`src/rtl/anf_aufbereitung.sv`:
```
// ==== anf_aufbereitung : pedestrian request conditioning (sync, debounce, hold, lockout, stuck detect)
// ==== Rev 1.0
`default_nettype none
`timescale 1ns/1ps

module anf_aufbereitung #(
  parameter int DEB_CYC   = 4,
  parameter int SPERR_CYC = 8,
  parameter int STUCK_CYC = 64
) (
  input  logic CLK,
  input  logic RES,
  input  logic TASTER,
  input  logic QUIT,
  output logic ANF,
  output logic WARTE,
  output logic STOER
);

  localparam logic [7:0]  DEB_LAST   = 8'(DEB_CYC - 1);
  localparam logic [7:0]  LOCK_INIT  = 8'(SPERR_CYC);
  localparam logic [11:0] STUCK_MAX  = 12'(STUCK_CYC);
  localparam logic [11:0] STUCK_LAST = 12'(STUCK_CYC - 1);

  typedef enum logic [1:0] {
    IDLE        = 2'd0,
    ANGEFORDERT = 2'd1,
    SPERRE      = 2'd2
  } state_t;

  logic        s1_q;
  logic        s2_q;
  logic        deb_q;
  logic        deb_prev_q;
  logic [7:0]  deb_cnt_q;
  logic [11:0] stuck_cnt_q;
  logic        stoer_q;
  state_t      state_q;
  state_t      state_d;
  logic [7:0]  lock_q;
  logic [7:0]  lock_d;
  logic        press;

  always_ff @(posedge CLK or negedge RES) begin
    if (!RES) begin
      s1_q <= 1'b0;
      s2_q <= 1'b0;
    end else begin
      s1_q <= TASTER;
      s2_q <= s1_q;
    end
  end

  // deb follows s2 only after DEB_CYC consecutive disagreeing edges
  always_ff @(posedge CLK or negedge RES) begin
    if (!RES) begin
      deb_q      <= 1'b0;
      deb_prev_q <= 1'b0;
      deb_cnt_q  <= 8'd0;
    end else begin
      deb_prev_q <= deb_q;
      if (s2_q != deb_q) begin
        if (deb_cnt_q == DEB_LAST) begin
          deb_q     <= ~deb_q;
          deb_cnt_q <= 8'd0;
        end else begin
          deb_cnt_q <= deb_cnt_q + 8'd1;
        end
      end else begin
        deb_cnt_q <= 8'd0;
      end
    end
  end

  always_ff @(posedge CLK or negedge RES) begin
    if (!RES) begin
      stuck_cnt_q <= 12'd0;
      stoer_q     <= 1'b0;
    end else if (!deb_q) begin
      stuck_cnt_q <= 12'd0;
      stoer_q     <= 1'b0;
    end else if (stuck_cnt_q != STUCK_MAX) begin
      stuck_cnt_q <= stuck_cnt_q + 12'd1;
      if (stuck_cnt_q == STUCK_LAST) begin
        stoer_q <= 1'b1;
      end
    end
  end

  assign press = deb_q & ~deb_prev_q & ~stoer_q;

  always_ff @(posedge CLK or negedge RES) begin
    if (!RES) begin
      state_q <= IDLE;
      lock_q  <= 8'd0;
    end else begin
      state_q <= state_d;
      lock_q  <= lock_d;
    end
  end

  // lock_q holds the remaining lockout cycles including the current one
  always_comb begin
    state_d = state_q;
    lock_d  = lock_q;
    case (state_q)
      IDLE: begin
        if (press) begin
          state_d = ANGEFORDERT;
        end
      end
      ANGEFORDERT: begin
        if (QUIT) begin
          state_d = SPERRE;
          lock_d  = LOCK_INIT;
        end
      end
      SPERRE: begin
        if (lock_q <= 8'd1) begin
          state_d = IDLE;
          lock_d  = 8'd0;
        end else begin
          lock_d = lock_q - 8'd1;
        end
      end
      default: begin
        state_d = IDLE;
        lock_d  = 8'd0;
      end
    endcase
  end

  assign ANF   = (state_q == ANGEFORDERT);
  assign WARTE = ANF;
  assign STOER = stoer_q;

endmodule

`default_nettype wire
```
`config.mk`:
```
export PLATFORM = sky130hd
export DESIGN_NAME = anf_aufbereitung
export DESIGN_NICKNAME = d
export VERILOG_FILES = /design/src/rtl/anf_aufbereitung.sv
export SDC_FILE = /design/constraint.sdc
export NUM_CORES = 1
export LEC_CHECK = 0
export ABC_AREA = 1
export CAP_MARGIN = 20
export CORE_MARGIN = 5
export CORE_UTILIZATION = 30
export DETAILED_ROUTE_END_ITERATION = 8
export HOLD_SLACK_MARGIN = 0.03
export PLACE_DENSITY_LB_ADDON = 0.12
export SLEW_MARGIN = 20
export SYNTH_ARGS = -nofsm -noshare
export SYNTH_HDL_FRONTEND = slang
export SYNTH_SLANG_ARGS = --single-unit
```
`constraint.sdc`:
```
create_clock -name CLK -period 1.3 [get_ports CLK]
set_input_delay 0.13 -clock CLK [delete_from_list [all_inputs] [get_ports CLK]]
set_output_delay 0.13 -clock CLK [all_outputs]
set_load 0.1 [all_outputs]
```
======== Word level (Yosys, flattened, before mapping) ========
Index checks and enable logic that the tools add are counted.
storage, ports and cells
  bits of input ports ..................... 4
  register bits ........................... 35
  word-level logic and storage cells ...... 49
  output and inout port bits .............. 3
operators by class
  $add $sub $neg .......................... 3
  mux-type cells .......................... 14
  bitwise logic cells ..................... 6
  reduce and logical (&&, ||, !) cells .... 5
  eq/ne operators ......................... 11
  order comparisons ....................... 1
operators with widths
  cell                                                  count
  2-to-1 mux 8 bit                                      4
  2-to-1 mux 12 bit                                     2
  one-hot mux 8 bit (3 select lines)                    1
  adder 12 x 1 -> 12 bit (second input constant)        1
  == test 12 x 6 -> 1 bit (second input constant)       1
  != test 12 x 7 -> 1 bit (second input constant)       1
  adder 8 x 1 -> 8 bit (second input constant)          1
  == test 8 x 2 -> 1 bit (second input constant)        1
  <= comparator 8 x 1 -> 1 bit (second input constant)  1
  subtractor 8 x 1 -> 8 bit (second input constant)     1
  2-to-1 mux 2 bit                                      3
  != test 2 bit (second input constant)                 3
  one-hot mux 2 bit (3 select lines)                    1
  AND reduction 2 bit                                   3
  != test 2 x 1 -> 1 bit (second input constant)        2
  NOT 1 bit                                             4
  2-to-1 mux 1 bit                                      3
  AND reduction 3 bit                                   1
  bitwise AND 1 bit                                     2
  == test 2 x 1 -> 1 bit (second input constant)        1
  == test 2 bit (second input constant)                 1
  logical NOT 2 bit                                     1
  != test 1 bit                                         1

======== Longest topological paths before layout ========
Gate-level depths: netlist of the first run.
  word-level depth ........................ 5
  mapped depth ............................ 9
  mapped depth without buffers ............ 9

======== Worst setup path before layout of the first run ========
Ideal clock, no wire load.
  path kind ............................... register -> register
  start ................................... register state_q[1]
  end ..................................... register lock_q[3]
  library setup time ...................... 128 ps
  setup slack ............................. -693 ps
  period minus slack after synthesis ...... 1,993 ps
  cell stages (with the launch flop) ...... 8
  data required time ...................... 1,172 ps
  data arrival time ....................... 1,865 ps
  buffers on the path ..................... 0
  cells stage by stage .................... dfrtp_1 inv_1 ha_1 nand2_1 nand2_2 nor2_1 a22oi_1 nand2_1
on the way
  word-level cells in the longest chain between the ends .. 3
  elaborated cells between the ends (all ways) .. 7
  classes of those cells .................. eq/ne (3); mux (1); bitwise (1); reduce/logical (2)
RTL lines
  what                           line  source
  start: declaration             38    state_t state_q;
  start signal: assignment       97    state_q <= state_d;
  == test 2 x 1 -> 1 bit (*)     --
  via ANF                        15    output logic ANF,
  != test 2 bit (no line)        --
  AND reduction 2 bit (no line)  --
  end signal: assignment         98    lock_q <= lock_d;
  end: declaration               40    logic [7:0] lock_q;
Mark *: on every way through the listed nets, which the timed path passes. The rest lies on a longest branch.
A chain may end at the register's enable or synchronous reset.

======== Worst setup path in the final report of the first run ========
  start ................................... register state_q[1]
  end ..................................... output ANF
on the way
  word-level cells in the longest chain between the ends .. 1
RTL lines
  what                    line  source
  == test 2 x 1 -> 1 bit  133   assign ANF = (state_q == ANGEFORDERT);
  end: declaration        15
Every way passes these cells.

==> results.json, run 1 <==
{
  "status": "finished with violations",
  "violations": "setup timing",
  "irDropWorstVdd_v": 0.00139,
  "io_buffers": 6,
  "diodes": 0,
  "fp.coreArea_um2": 6350,
  "cts_tree": "yes",
  "hp-class": "in2async",
  "final_common_cell": "nand2_1",
  "fin_util_pct": 43.7,
  "yosys_warnings": 0,
  "firstDrtPassIters": 4,
  "post-route-min-period_ps": 1370,
  "p_leak_nw": 1.35,
  "required_ps": 1170,
  "vias": 1726,
  "crit_path_end_kind": "primary output",
  "crit_type": "reg2out",
  "syn_to_final_growth_pct": 41.8,
  "rsz0062_at_grt": "yes",
  "postRouteAntennaNets": 0,
  "start_kind": "flip-flop",
  "nNetsFinal": 320,
  "critPathMaxFanout": 4,
  "viasPerCell": 4.47,
  "path_clk_slew_ps": 80,
  "globalplace.congestion": 0.827,
  "arrival_ps": 1240,
  "grt_max_degree": 17,
  "io_pins": 7,
  "h-tree-depth": 2,
  "report.final.hold_viol_count": 0,
  "cts.sinks": 35,
  "grt_pass1_vias": 1657,
  "layout_common_cells": "nand2_1 (51), inv_1 (32), nor2_1 (32), dfrtp_1 (32), buf_4 (32)",
  "yosysSeqAreaShare_pct": 44.8,
  "p_per_area_nw_per_um2": 2160,
  "dieHeight_um": 90.7,
  "drive_above_1_share_pct": 33.0,
  "drt_iter0_drc": 69,
  "cts_buffers": 5,
  "routed_wl_um": 4370,
  "die_w_um": 90.7,
  "dpl.hpwl_um": 3210,
  "synth-seq-cells": 35,
  "syn_inst": 257,
  "drv_cap": 0,
  "root_buffer": "clkbuf_8",
  "syn_nets": 269,
  "synth_cell_types": 25,
  "antenna_found_initial": 0,
  "fin_ws_ps": -73.8,
  "fmax_mhz": 728,
  "grt_pass1_wl_um": 7420,
  "die_area_um2": 8230,
  "synth_area_um2": 1960,
  "grtUsageTotal_pct": 10.9,
  "clock_path_buffers": 2,
  "grt_overflow_total": 0,
  "avgSynthCellArea_um2": 7.61,
  "tightest_slew_ps": 360,
  "finalMaxSlewViolations": 0,
  "worst_clock_skew_ps": 10.7,
  "setup_viol": 9,
  "wl_per_cell_um": 11.3,
  "start_util_pct": 30.8,
  "max_slew_margin_pct": 76.0,
  "clock_latency_ps": 290,
  "p_total_mw": 5.99,
  "drc": 0,
  "timing.final.crit_share_pct": 106,
  "rows": 29
}
-- layout make-up --
class,count,area (um2)
fill,626,3580
multi-input combinational,179,1120
sequential,35,880
timing repair buffer,46,414
inverter,41,154
tap,77,96.3
clock buffer,6,72.6
clock inverter,2,37.5
-- state kept, by name (all words and copies together), names as in the netlist --
signal	count
STOER	1
deb_cnt_q	8
deb_prev_q	1
deb_q	1
lock_q	8
s1_q	1
s2_q	1
state_q	2
stuck_cnt_q	12
-- metrics by stage --
step           std cells  cell area [um2]  hold slack (ps)  setup WS [ps]  setup TNS [ps]
6_report             386             2770              272          -73.8            -385
5_1_grt              386             2770              254           -150           -1650
2_1_floorplan        257             2000             -166          -90.6            -455
3_3_place_gp         369             2400             72.1          -97.6            -455
4_1_cts              380             2590              265          -51.6            -192
3_5_place_dp         369             2400             64.4          -83.0            -510
-- layer usage --
layer  global-route usage (%)  wire length [um]  up-vias
li1                         -                 -      915
met1                     14.3              2230      784
met2                     17.0              1960       21
met3                     2.92               118        6
met4                     4.34                65        0
met5                        0                 0        -
-- cell usage after synthesis, drive strengths merged --
cell type	instances	area share (%)
nand2	59	12
nor2	44	9.1
inv	41	7.9
dfrtp	35	45
nand3	22	6.1
a21oi	15	3.8
o21ai	9	2.3
ha	8	5.1
nand4	6	1.9
nor3	6	2.1
xor2	5	2.2
a22oi	1	0.38
buf	1	0.38
clkbuf	1	0.70
nand3b	1	0.38
nor3b	1	0.38
o22ai	1	0.32
xnor2	1	0.45
-- power by group --
group | switching (mW) | internal [mW] | total [mW] | leakage (nW)
Clock | 0.431 | 0.573 | 1.00 | 0.0514
Combinational | 1.86 | 1.61 | 3.47 | 0.836
Sequential | 0.205 | 1.31 | 1.51 | 0.463
Total | 2.50 | 3.49 | 5.99 | 1.35
-- worst paths after layout --
| check | startpoint | end | slack (ps) | cells past startpoint |
|---|---|---|---|---|
| worst min register to register | s1_q | s2_q | 350 | 0 |
| min in group CLK | TASTER | s1_q | 280 | 1 |
| max in group asynchronous | RES | deb_cnt_q[3] | 500 | 3 |
| worst min-delay path | RES | stuck_cnt_q[0] | 270 | 2 |
| worst max-delay path | state_q[1] | ANF | -70 | 4 |
| worst max register to register | lock_q[1] | lock_q[1] | -60 | 8 |
-- timing repair --
action                                  in CTS  in global routing
cloned                                       0                  0
setup buffers                                2                  6
hold buffers                                 1                  0
endpoints found under the hold margin       14                  0
resized for setup                           15                 38
pin swaps                                    3                 14
endpoints found under the setup margin      12                 20
-- critical path: stages, from the launching register on --
cell and delay (ps):
dfrtp_1 400, inv_2 100, ha_4 170, buf_6 110, buf_12 160
-- cell families (layout without fill, tap and decap cells) --
kind of cell / after synthesis / after routing / synth area share (%)
AOI/OAI and AO/OA: 26 / 26 / 6.85
xor gates and xnor gates: 6 / 6 / 2.69
adders and majority gates: 8 / 8 / 5.12
buffers and inverters: 43 / 95 / 8.96
DFF: 35 / 35 / 44.8
and+or+nand+nor: 139 / 139 / 31.6
(Power assumes the default switching activity.)
==> run 2: changes to the inputs <==
- PLACE_DENSITY_LB_ADDON: 0.12 -> default
==> run 2 against run 1 <==
First-iteration DRC count shrank 61%; hold slack lost 56 ps; combinational power shrank 12%; critical path type unchanged; cell count shrank 3.4%; highest routed layer unchanged; core utilization shrank 2.2 points; die area is the same; the run still ends with setup timing left.
==> results.json, run 2 (synthesized netlist as in run 1, its figures left out) <==
{
  "postRouteAntennaNets": 0,
  "io_pins": 7,
  "io_buffers": 6,
  "antenna_found_initial": 0,
  "status": "finished with violations",
  "cp_slowest_cell": "dfrtp_1",
  "start_util_pct": 30.8,
  "report.final.hold_viol_count": 0,
  "hp-class": "in2async",
  "cts_hold_buffers": 0,
  "nNetsFinal": 307,
  "worst_clock_skew_ps": 5.02,
  "drive_above_1_share_pct": 28.4,
  "dieHeight_um": 90.7,
  "layout_common_cells": "nand2_1 (53), nor2_1 (33), dfrtp_1 (33), inv_1 (31), buf_4 (22)",
  "path_clk_slew_ps": 70,
  "cts_tree": "yes",
  "regMostFlops": "stuck_cnt_q",
  "grt_pass1_wl_um": 6970,
  "drc": 0,
  "rr_worst_depth": 7,
  "clock_path_buffers": 2,
  "reg_top3": "stuck_cnt_q: 12 flops, deb_cnt_q: 8 flops, lock_q: 8 flops",
  "timing.final.crit_share_pct": 102,
  "grt_pass1_vias": 1549,
  "rows": 29,
  "violations": "setup timing",
  "post-route-min-period_ps": 1330,
  "firstDrtPassIters": 4,
  "arrival_ps": 1200,
  "placed_cells_incl_taps": 360,
  "fin_cells": 373,
  "p_per_area_nw_per_um2": 2060,
  "h-tree-depth": 2,
  "routed_wl_um": 4050,
  "required_ps": 1170,
  "rrSetupSlack_ps": -30,
  "critPathMaxFanout": 3,
  "clock_latency_ps": 290,
  "die_w_um": 90.7,
  "p_leak_nw": 1.28,
  "crit_type": "reg2out",
  "max_slew_margin_pct": 79.6,
  "fin_ws_ps": -28.7,
  "setup_viol": 8,
  "start_kind": "flip-flop",
  "irDropWorstVdd_v": 0.00171,
  "finalMaxSlewViolations": 0,
  "fp.coreArea_um2": 6350,
  "critPathLaunch": "state_q[1]",
  "grtUsageTotal_pct": 10.3,
  "grt_overflow_total": 0,
  "final_common_cell": "nand2_1",
  "drv_cap": 0,
  "reg2reg_to": "stuck_cnt_q[8]",
  "vias": 1677,
  "timing.rr.start": "stuck_cnt_q[1]",
  "crit_path_end_kind": "primary output",
  "syn_to_final_growth_pct": 34.7,
  "globalplace.congestion": 0.815,
  "tightest_slew_ps": 306,
  "drt_iter0_drc": 27,
  "root_buffer": "clkbuf_8",
  "rsz0062_at_grt": "yes",
  "path_cells": "inv_2 > ha_4 > buf_6 > buf_12",
  "diodes": 0,
  "largest_register_ffs": 12,
  "cts_buffers": 5,
  "fmax_mhz": 753,
  "cts.sinks": 35,
  "wl_per_cell_um": 10.8,
  "grt_max_degree": 36,
  "viasPerCell": 4.50,
  "max_stage_delay_ps": 400,
  "dpl.hpwl_um": 2870,
  "die_area_um2": 8230,
  "dp_slack_ps": -99.8
}
run 2: cell types whose count changed in the layout (fill, tap and decap cells not counted), sizes merged:
cell and change:
dlygate4sd3 -1, buf -13, clkinvlp -1, bufinv -1, clkbuf +2, clkdlybuf4s50 +1
run 2: per-layer routing:
layer	wire, um	part of all wire, %	up-vias	global-route usage [%]
li1	-	-	887	-
met1	1960	48	755	13.3
met2	1850	46	29	16.2
met3	173	4.3	6	2.83
met4	58	1.4	0	4.09
met5	0	0	-	0
run 2: worst max path at each step:
stage	end	slack [ps]	depth (start not counted)
floorplan	lock_q[4]	-90	9
global placement	lock_q[1]	-110	7
detailed placement	lock_q[0]	-100	7
CTS	WARTE	-50	4
global route	stuck_cnt_q[1]	-120	10
finish	WARTE	-30	4
run 2: final cells by class:
type / instances / area (um2)
flip-flops and latches: 35 / 878
well taps: 77 / 96.3
clock buffers: 8 / 100
multi-input cells: 179 / 1080
fillers: 601 / 3710
inverters: 41 / 159
repair buffers: 33 / 320
run 2: power by group:
group	switching (mW)	internal [mW]	total [mW]
registers	0.185	1.31	1.49
clock network	0.401	0.484	0.885
logic	1.73	1.32	3.05
run 2: repair_timing:
item	CTS	global route
endpoints found under the setup margin	14	22
setup buffers	3	2
pin swaps	7	13
gates resized for setup	12	31
endpoints found under the hold margin	0	0
gates cloned	0	0
run 2: per-stage QoR:
step / utilization [%] / cell area (um2) / power [mW] / hold slack [ps] / setup TNS, ps
2_1_floorplan: - / 2000 / 3.24 / -166 / -455
3_3_place_gp: 37.0 / 2350 / 4.09 / 333 / -425
6_report: 41.5 / 2640 / 5.43 / 216 / -156
3_5_place_dp: 37.0 / 2350 / 4.10 / 336 / -579
5_1_grt: 41.5 / 2640 / 5.89 / 229 / -1500
4_1_cts: 39.5 / 2510 / 5.17 / 217 / -220
run 2: critical path, delay by kind of cell, from the launching register on:
kind	cells	cell delay, ps
DFF	1	400
adders and majority gates	1	150
buffers and inverters	3	380
==> run 3: changes to the inputs <==
- CORE_UTILIZATION: 30 -> 54
- GPL_ROUTABILITY_DRIVEN: default -> 0
- PLACE_DENSITY: default -> 0.75
==> run 3 against run 2 <==
The flow still finishes with violations (setup timing); combinational power up 15%; register-to-register slack worse by 130 ps; global-route usage up 6.9 points; wire length up 4.5%; final area up 1.6%; cell count down 7.2%; fmax down 8.7%; sequential cell count unchanged; setup slack worse by 130 ps; die area down 40%; critical path type is now reg2reg.
==> results.json, run 3 (synthesized netlist as in run 1, its figures left out) <==
{
  "die_w_um": 70.2,
  "tns_ps": -957,
  "root_buffer": "clkbuf_4",
  "dieHeight_um": 70.2,
  "required_ps": 1540,
  "irDropWorstVdd_v": 0.00105,
  "grt_pass1_wl_um": 6770,
  "drv_cap": 0,
  "final_common_cell": "nand2_1",
  "critPathMaxFanout": 7,
  "cts_buffers": 5,
  "vias": 1745,
  "io_buffers": 6,
  "critPathLaunch": "state_q[0]",
  "grt_overflow_total": 0,
  "violations": "setup timing",
  "rrSetupSlack_ps": -160,
  "multi_input_area_um2": 1150,
  "grtUsageTotal_pct": 17.2,
  "io_pins": 7,
  "max_slew_margin_pct": 80.1,
  "die_area_um2": 4930,
  "rows": 21,
  "post-route-min-period_ps": 1460,
  "register_area_um2": 877,
  "status": "finished with violations",
  "largest_register_ffs": 12,
  "hp-class": "in2async",
  "worst_clock_skew_ps": 14.0,
  "reg_top3": "stuck_cnt_q: 12 flops, deb_cnt_q: 8 flops, lock_q: 8 flops",
  "cts.sinks": 35,
  "drt_iter0_drc": 83,
  "routed_wl_um": 4230,
  "syn_to_final_growth_pct": 36.9,
  "p_per_area_nw_per_um2": 2110,
  "path_cells": "ha_4 > buf_12 > clkinv_4 > nor2_4 > nor2_4 > buf_4 > buf_6 > o22ai_2",
  "fin_util_pct": 78.4,
  "firstDrtPassIters": 4,
  "max_stage_delay_ps": 430,
  "wl_per_cell_um": 12.2,
  "cp_slowest_cell": "dfrtp_1",
  "tightest_slew_ps": 298,
  "clock_latency_ps": 350,
  "start_util_pct": 57.3,
  "postRouteAntennaNets": 0,
  "arrival_ps": 1700,
  "grt_max_degree": 36,
  "clock_path_buffers": 2,
  "fp.coreArea_um2": 3420,
  "critPathTopFamily": "flip-flops",
  "report.final.hold_viol_count": 0,
  "diodes": 0,
  "timing.rr.start": "state_q[0]",
  "viasPerCell": 5.04,
  "layout_common_cells": "nand2_1 (49), dfrtp_1 (34), inv_1 (30), nor2_1 (30), buf_4 (24)",
  "drive_above_1_share_pct": 33.3,
  "finalMaxSlewViolations": 0,
  "fillCellCount": 246,
  "grt_pass1_vias": 1570,
  "setup_viol": 13,
  "drc": 0,
  "p_leak_nw": 1.31,
  "path_clk_slew_ps": 110,
  "cts_tree": "yes",
  "start_kind": "flip-flop",
  "fin_ws_ps": -156,
  "timing.final.crit_share_pct": 112,
  "regMostFlops": "stuck_cnt_q",
  "crit_path_end_kind": "flip-flop",
  "h-tree-depth": 2,
  "timing.critical_path.buf_inv": 4,
  "crit_path_frequent_cell": "nor2_4",
  "fmax_mhz": 687,
  "nNetsFinal": 311,
  "rsz0062_at_grt": "yes",
  "antenna_found_initial": 0,
  "crit_type": "reg2reg",
  "dpl.hpwl_um": 2660,
  "cts_hold_buffers": 0
}
-- run 3: power by group --
| group | internal, mW | switching (mW) | total (mW) |
|---|---|---|---|
| Sequential | 1.30 | 0.207 | 1.51 |
| Combinational | 1.57 | 1.96 | 3.52 |
| Clock | 0.262 | 0.357 | 0.619 |
-- run 3: layer usage --
metal | share of wire (%) | vias up | track usage (%)
met1 | 47 | 809 | 21.6
met2 | 48 | 29 | 28.5
met5 | 0 | - | 0
met4 | 1.9 | 0 | 6.38
li1 | - | 899 | -
met3 | 3.2 | 8 | 4.30
-- run 3: path summary, 6_finish.rpt --
| kind | end | depth (start not counted) |
|---|---|---|
| setup / recovery | lock_q[1] | 8 |
| hold / removal | state_q[1] | 2 |
| setup reg to reg | lock_q[1] | 8 |
| hold reg to reg | s2_q | 0 |
| max in group asynchronous | deb_cnt_q[3] | 2 |
| min in group CLK | s1_q | 1 |
-- run 3: cell type report --
cell class,instances,area share (%)
Multi-Input combinational cell,179,42.9
Sequential cell,35,32.8
Timing Repair Buffer,37,13.7
Inverter,41,6.22
Tap cell,46,2.15
Clock buffer,7,2.06
Clock inverter,1,0.187
-- run 3: repair_timing --
| item | 4_1_cts | 5_1_grt |
|---|---|---|
| pin swaps | 8 | 18 |
| setup buffers | 9 | 7 |
| resized for setup | 20 | 45 |
| setup endpoints to repair | 14 | 19 |
-- run 3: metrics by stage --
stage | area (um2) | power, mW | hold slack [ps] | setup WS [ps] | std cells
final | 2680 | 5.65 | 143 | -156 | 346
after global routing | 2680 | 6.05 | 157 | -227 | 346
after CTS | 2470 | 5.05 | 148 | -125 | 340
after detailed placement | 2260 | 3.96 | 343 | -87.0 | 323
after global placement | 2260 | 3.92 | 335 | -67.9 | 323
after floorplan | 2000 | 3.24 | -166 | -90.6 | 257
